## src/rtl/mean_filter_sched.sv

```systemverilog
// Round-robin scheduler that time-shares one mean filter across NUM_CH sample channels.
// Define MEAN_FILTER_SCHED_TIMEOUT_EN to abandon a frame when the filter never signals done.
module mean_filter_sched #(
  parameter int unsigned NUM_CH  = 4,
  parameter int unsigned WINDOW  = 10,
  parameter int unsigned TIMEOUT = 64
) (
  input  logic                      clk,
  input  logic                      rst_n,
  input  logic [NUM_CH-1:0]         req_i,
  input  logic [NUM_CH-1:0]         smp_valid_i,
  input  logic [NUM_CH*8-1:0]       smp_data_i,
  output logic [NUM_CH-1:0]         smp_ready_o,
  output logic                      flt_rst_n_o,
  output logic                      flt_en_o,
  output logic [7:0]                flt_data_o,
  input  logic                      flt_done_i,
  input  logic [7:0]                flt_data_i,
  output logic                      res_valid_o,
  input  logic                      res_ready_i,
  output logic [$clog2(NUM_CH)-1:0] res_ch_o,
  output logic [7:0]                res_data_o,
  output logic                      busy_o,
  output logic                      err_o
);

  localparam int unsigned CW = $clog2(NUM_CH);
  localparam int unsigned SW = $clog2(WINDOW + 1);

  localparam logic [2:0] S_IDLE   = 3'd0;
  localparam logic [2:0] S_CLEAR  = 3'd1;
  localparam logic [2:0] S_STREAM = 3'd2;
  localparam logic [2:0] S_WAIT   = 3'd3;
  localparam logic [2:0] S_RESULT = 3'd4;

  logic [2:0]    state_q, state_d;
  logic [CW-1:0] ch_q, ch_d;
  logic [CW-1:0] rr_q, rr_d;
  logic [SW-1:0] cnt_q, cnt_d;
  logic          flt_en_q, flt_en_d;
  logic [7:0]    flt_data_q, flt_data_d;
  logic [7:0]    res_data_q, res_data_d;
  logic [CW-1:0] res_ch_q, res_ch_d;

  logic          grant_vld;
  logic [CW-1:0] grant_ch;
  logic          sel_valid;
  logic [7:0]    sel_data;
  logic          xfer;
  logic [CW-1:0] next_ch;

`ifdef MEAN_FILTER_SCHED_TIMEOUT_EN
  localparam int unsigned TW = $clog2(TIMEOUT + 1);
  logic [TW-1:0] tmo_q, tmo_d;
  logic          err_q, err_d;
`else
  logic unused_timeout;
  assign unused_timeout = (TIMEOUT == 0);
`endif

  // Two-pass search: channels at/above rr_q win first, then the wrap-around pass.
  always_comb begin
    grant_vld = 1'b0;
    grant_ch  = '0;
    for (int unsigned j = 0; j < NUM_CH; j++) begin
      if (!grant_vld && req_i[j] && (CW'(j) >= rr_q)) begin
        grant_vld = 1'b1;
        grant_ch  = CW'(j);
      end
    end
    for (int unsigned j = 0; j < NUM_CH; j++) begin
      if (!grant_vld && req_i[j]) begin
        grant_vld = 1'b1;
        grant_ch  = CW'(j);
      end
    end
  end

  always_comb begin
    sel_valid   = 1'b0;
    sel_data    = '0;
    smp_ready_o = '0;
    for (int unsigned j = 0; j < NUM_CH; j++) begin
      if (ch_q == CW'(j)) begin
        sel_valid      = smp_valid_i[j];
        sel_data       = smp_data_i[j*8 +: 8];
        smp_ready_o[j] = (state_q == S_STREAM);
      end
    end
  end

  assign xfer    = (state_q == S_STREAM) && sel_valid;
  assign next_ch = (ch_q == CW'(NUM_CH - 1)) ? '0 : ch_q + 1'b1;

  always_comb begin
    state_d    = state_q;
    ch_d       = ch_q;
    rr_d       = rr_q;
    cnt_d      = cnt_q;
    flt_en_d   = 1'b0;
    flt_data_d = flt_data_q;
    res_data_d = res_data_q;
    res_ch_d   = res_ch_q;
`ifdef MEAN_FILTER_SCHED_TIMEOUT_EN
    tmo_d      = tmo_q;
    err_d      = 1'b0;
`endif
    case (state_q)
      S_IDLE: begin
        if (grant_vld) begin
          ch_d    = grant_ch;
          state_d = S_CLEAR;
        end
      end
      S_CLEAR: begin
        cnt_d   = '0;
        state_d = S_STREAM;
`ifdef MEAN_FILTER_SCHED_TIMEOUT_EN
        tmo_d   = '0;
`endif
      end
      S_STREAM: begin
        if (xfer) begin
          flt_en_d   = 1'b1;
          flt_data_d = sel_data;
          if (cnt_q == SW'(WINDOW - 1)) state_d = S_WAIT;
          else                          cnt_d   = cnt_q + 1'b1;
        end
      end
      S_WAIT: begin
        if (flt_done_i) begin
          res_data_d = flt_data_i;
          res_ch_d   = ch_q;
          state_d    = S_RESULT;
        end
`ifdef MEAN_FILTER_SCHED_TIMEOUT_EN
        else if (tmo_q == TW'(TIMEOUT - 1)) begin
          err_d   = 1'b1;
          rr_d    = next_ch;
          state_d = S_IDLE;
        end else begin
          tmo_d = tmo_q + 1'b1;
        end
`endif
      end
      S_RESULT: begin
        if (res_ready_i) begin
          rr_d    = next_ch;
          state_d = S_IDLE;
        end
      end
      default: state_d = S_IDLE;
    endcase
  end

  always_ff @(posedge clk or negedge rst_n) begin
    if (!rst_n) begin
      state_q    <= S_IDLE;
      ch_q       <= '0;
      rr_q       <= '0;
      cnt_q      <= '0;
      flt_en_q   <= 1'b0;
      flt_data_q <= '0;
      res_data_q <= '0;
      res_ch_q   <= '0;
    end else begin
      state_q    <= state_d;
      ch_q       <= ch_d;
      rr_q       <= rr_d;
      cnt_q      <= cnt_d;
      flt_en_q   <= flt_en_d;
      flt_data_q <= flt_data_d;
      res_data_q <= res_data_d;
      res_ch_q   <= res_ch_d;
    end
  end

`ifdef MEAN_FILTER_SCHED_TIMEOUT_EN
  always_ff @(posedge clk or negedge rst_n) begin
    if (!rst_n) begin
      tmo_q <= '0;
      err_q <= 1'b0;
    end else begin
      tmo_q <= tmo_d;
      err_q <= err_d;
    end
  end
  assign err_o = err_q;
`else
  assign err_o = 1'b0;
`endif

  // Gated by rst_n so the filter is held clear for the whole reset interval.
  assign flt_rst_n_o = rst_n && (state_q != S_CLEAR);
  assign flt_en_o    = flt_en_q;
  assign flt_data_o  = flt_data_q;
  assign res_valid_o = (state_q == S_RESULT);
  assign res_ch_o    = res_ch_q;
  assign res_data_o  = res_data_q;
  assign busy_o      = (state_q != S_IDLE);

endmodule

```

## config.mk

```make
export PLATFORM = sky130hd
export DESIGN_NAME = mean_filter_sched
export DESIGN_NICKNAME = d
export VERILOG_FILES = /design/src/rtl/mean_filter_sched.sv
export SDC_FILE = /design/constraint.sdc
export NUM_CORES = 1
export LEC_CHECK = 0
export CAP_MARGIN = 40
export CORE_MARGIN = 10
export CORE_UTILIZATION = 45
export CTS_CLUSTER_DIAMETER = 50
export DETAILED_ROUTE_END_ITERATION = 10
export GPL_TIMING_DRIVEN = 1
export PLACE_DENSITY = 0.88
export REMOVE_ABC_BUFFERS = 1
export SLEW_MARGIN = 20
export SYNTH_ARGS = -nofsm -noshare
export SYNTH_HDL_FRONTEND = slang
export SYNTH_SLANG_ARGS = --single-unit
```

## constraint.sdc

```tcl
create_clock -name clk -period 3.95 [get_ports clk]
set_input_delay 0.79 -clock clk [delete_from_list [all_inputs] [get_ports clk]]
set_output_delay 0.79 -clock clk [all_outputs]
set_load 0.005 [all_outputs]
```

==> metrics.md <==
| Metric | Value |
|---|---|
| ANT nets after route | `0` |
| Pre-CTS setup slack | `1.20 ns` |
| Achievable frequency | `0.340 GHz` |
| Leakage dissipation | `1.20 nW` |
| Initial Util | `0.476` |
| Required @ worst endpoint | `3.16 ns` |
| CORE AREA | `3740 sq um` |
| GRT Util Overall | `0.142` |
| Top-Level Pins | `79` |
| Synthesized cell area | `1780 sq um` |
| CTS Buf Count | `5` |
| Total congestion overflow | `0` |
| FILL cells | `289` |
| Synth area leader | `dfrtp_1` |
| Hold-fix buffers at CTS | `0` |
| Final setup skew | `0.00440 ns` |
| Peak supply drop | `371 uV` |
| Ys async rst share | `1.00` |
| Die area | `6870 sq um` |
| Worst-skew pair later-pin latency | `0.28 ns` |
| Switching power | `0.656 mW` |
| Via total after detailed routing | `1,598` |
| Slew HR | `0.489` |
| Initial antenna violation count | `0` |
| HP Class | `reg2reg` |
| Ratio of cells with drive above 1 in the final layout | `0.126` |
| Crit path DAT | `2.15 ns` |
| Power per Cell Area | `733 nW/um^2` |
| CTS clock-pin slew for the worst setup and hold paths | `0.07 ns` |
| Count leader, synth | `dfrtp_1` |
| TritonCTS clock tree | `done` |
| Worst setup margin | `1.01 ns` |
| Yosys warnings | `0` |
| Die height | `82.9 um` |
| Flops & latches, synth | `30` |
| Top cells by area, synth | `dfrtp_1, mux2_4, mux2_2, nand2_1, a21oi_1` |
| Switching fraction of total power | `0.332` |
| RSZ-0062 raised after global routing | `false` |
| Placed Area | `2550 sq um` |
| Port buffer count | `77` |
| ANT cells | `0` |
| Final setup vio count | `0` |
| Crit Path Max Fanout | `21` |
| Vias in the first global route | `1,598` |
| EDFF count, synth | `0` |
| Top FF cell, synth | `dfrtp_1` |
| # rows | `22` |
| Layout area overhead | `51.4%` |
| Drt via density | `5.29` |
| Status | `complete, no violations` |
| CTS H-tree depth | `2` |
| Post-Syn Instances | `178` |
| Comb pwr share | `0.520` |
| First-pass GRT wire length | `8.10 mm` |
| Drt wl/cell | `16.4 um` |
| Tcrit/Tclk final | `0.744` |
| Reg power frac | `0.285` |
| Final hold vios | `0` |
| Final nets | `311` |
| DP HPWL | `3.76 mm` |
| Core Util, Final | `0.720` |
| Post-synthesis sequential area ratio | `0.422` |
| WL final | `4.97 mm` |
| Netlist cell types | `37` |
| Internal Power | `1.32 mW` |
| Cell Chain, Critical Path | `ha_1, and2_1, clkdlybuf4s50_1` |
| Clk buf depth | `2` |
| Setup bufs post-CTS | `0` |
| Max stage delay on crit path | `0.69 ns` |
| Pin count of the biggest net entering global routing | `31` |
| Worst-Margin Slew | `0.766 ns` |
| Setup crit start kind | `flop` |
| Root Buffer | `clkbuf_8` |
| Share of total power in the clock network | `0.195` |
| GP Congestion | `0.787` |
| CP max stage cell | `ha_1` |
| CP endpoint kind | `primary output` |
| DRC Markers | `0` |
| Worst Path Class, Setup | `reg2out` |
| Max cap viols | `0` |
| Cts repair resizes | `0` |
| Setup Total Neg Slack | `0 ns` |
| Mean Syn Cell Area | `10.0 sq um` |
| Fin area | `2700 sq um` |
| Drt first pass iters | `4` |
| Yosys top cell area share | `0.422` |
| Die X | `82.9 um` |
| Post-layout min period | `2.94 ns` |
| Drt initial violations | `105` |
| Most frequent cells after synthesis | `dfrtp_1, nand2_1, a21oi_1, inv_1, o21ai_0` |
| Slew Viols, Final | `0` |
| Num Clock Sinks | `30` |
==> layer usage <==
metal  part of all wire  track usage
met1               0.47        0.184
met2               0.43        0.210
met3              0.079       0.0498
met4              0.018       0.0523
met5                  0            0
==> cell families after synthesis <==
group / synth area share
AND/OR/NAND/NOR: 0.155
multiplexers: 0.159
AO/OA/AOI/OAI: 0.157
flip-flops: 0.422
other: 0.00211
adder cells (fa/ha/maj): 0.0422
buffers and inverters: 0.0625
==> stage by stage <==
stage	hold slack [ns]	power, mW	std cells
after floorplan	0.445	1.16	168
after global placement	0.465	1.57	294
after detailed placement	0.474	1.60	294
after CTS	0.489	2.00	302
after global routing	0.512	2.12	302
final	0.483	1.97	302
==> placed cells by master (no fill, tap or decap), types with 2 or more instances in the layout <==
cell type / count
inv_1: 12
bufinv_16: 2
a21oi_1: 15
mux2i_1: 5
nand3_1: 2
nand2_1: 21
clkbuf_8: 6
mux2_2: 10
a221oi_1: 2
and3_1: 5
dfrtp_1: 30
a22o_1: 6
o31ai_1: 3
nor2_1: 3
o21ai_0: 12
ha_1: 6
mux2_4: 8
and2_1: 5
nor2b_1: 5
o21ai_2: 2
clkdlybuf4s50_1: 77
nor3_1: 2
==> area by class of cell <==
| class | count | area [sq um] | area share |
|---|---|---|---|
| multi-input cells | 126 | 918 | 0.341 |
| repair buffers | 78 | 778 | 0.289 |
| flip-flops and latches | 30 | 751 | 0.279 |
| clock buffers | 6 | 82.6 | 0.0306 |
| clock inverters | 2 | 60.1 | 0.0223 |
| well taps | 48 | 60.1 | 0.0223 |
| inverters | 12 | 45.0 | 0.0167 |
==> critical path: cells and delay by family (launching register included) <==
kind	cells	cell delay, ns
flops	1	0.43
buf+inv	1	0.52
simple gates	1	0.23
fa+ha+maj	1	0.69
==> worst paths after layout <==
| kind | start | end | slack (ns) | cells after the start |
|---|---|---|---|---|
| max | ch_q[0]$_DFFE_PN0P_ | smp_ready_o[3] | 1.01 | 3 |
| min reg2reg | res_ch_o[0]$_DFFE_PN0P_ | res_ch_o[0]$_DFFE_PN0P_ | 0.48 | 2 |
| min | res_ch_o[0]$_DFFE_PN0P_ | res_ch_o[0]$_DFFE_PN0P_ | 0.48 | 2 |
| min in group asynchronous | rst_n | rr_q[1]$_DFFE_PN0P_ | 0.99 | 2 |
| max reg2reg | ch_q[1]$_DFFE_PN0P_ | flt_data_o[5]$_DFFE_PN0P_ | 1.50 | 6 |
| max in group asynchronous | rst_n | cnt_q[2]$_DFFE_PN0P_ | 2.69 | 2 |
==> sequential cells by signal, indices dropped and copies added, names as in the netlist <==
name	count
flt_en_o	1
res_data_o	8
ch_q	2
rr_q	2
cnt_q	4
res_ch_o	2
state_q	3
flt_data_o	8
==> power groups by stage <==
stage | Clock, mW | Sequential, mW | Combinational [mW]
after global routing | 0.409 | 0.584 | 1.13
after detailed placement | 0 | 0.567 | 1.03
after floorplan | 0 | 0.556 | 0.602
after global placement | 0 | 0.560 | 1.01
after CTS | 0.394 | 0.562 | 1.04
final | 0.384 | 0.563 | 1.03
(Power assumes the default switching activity.)
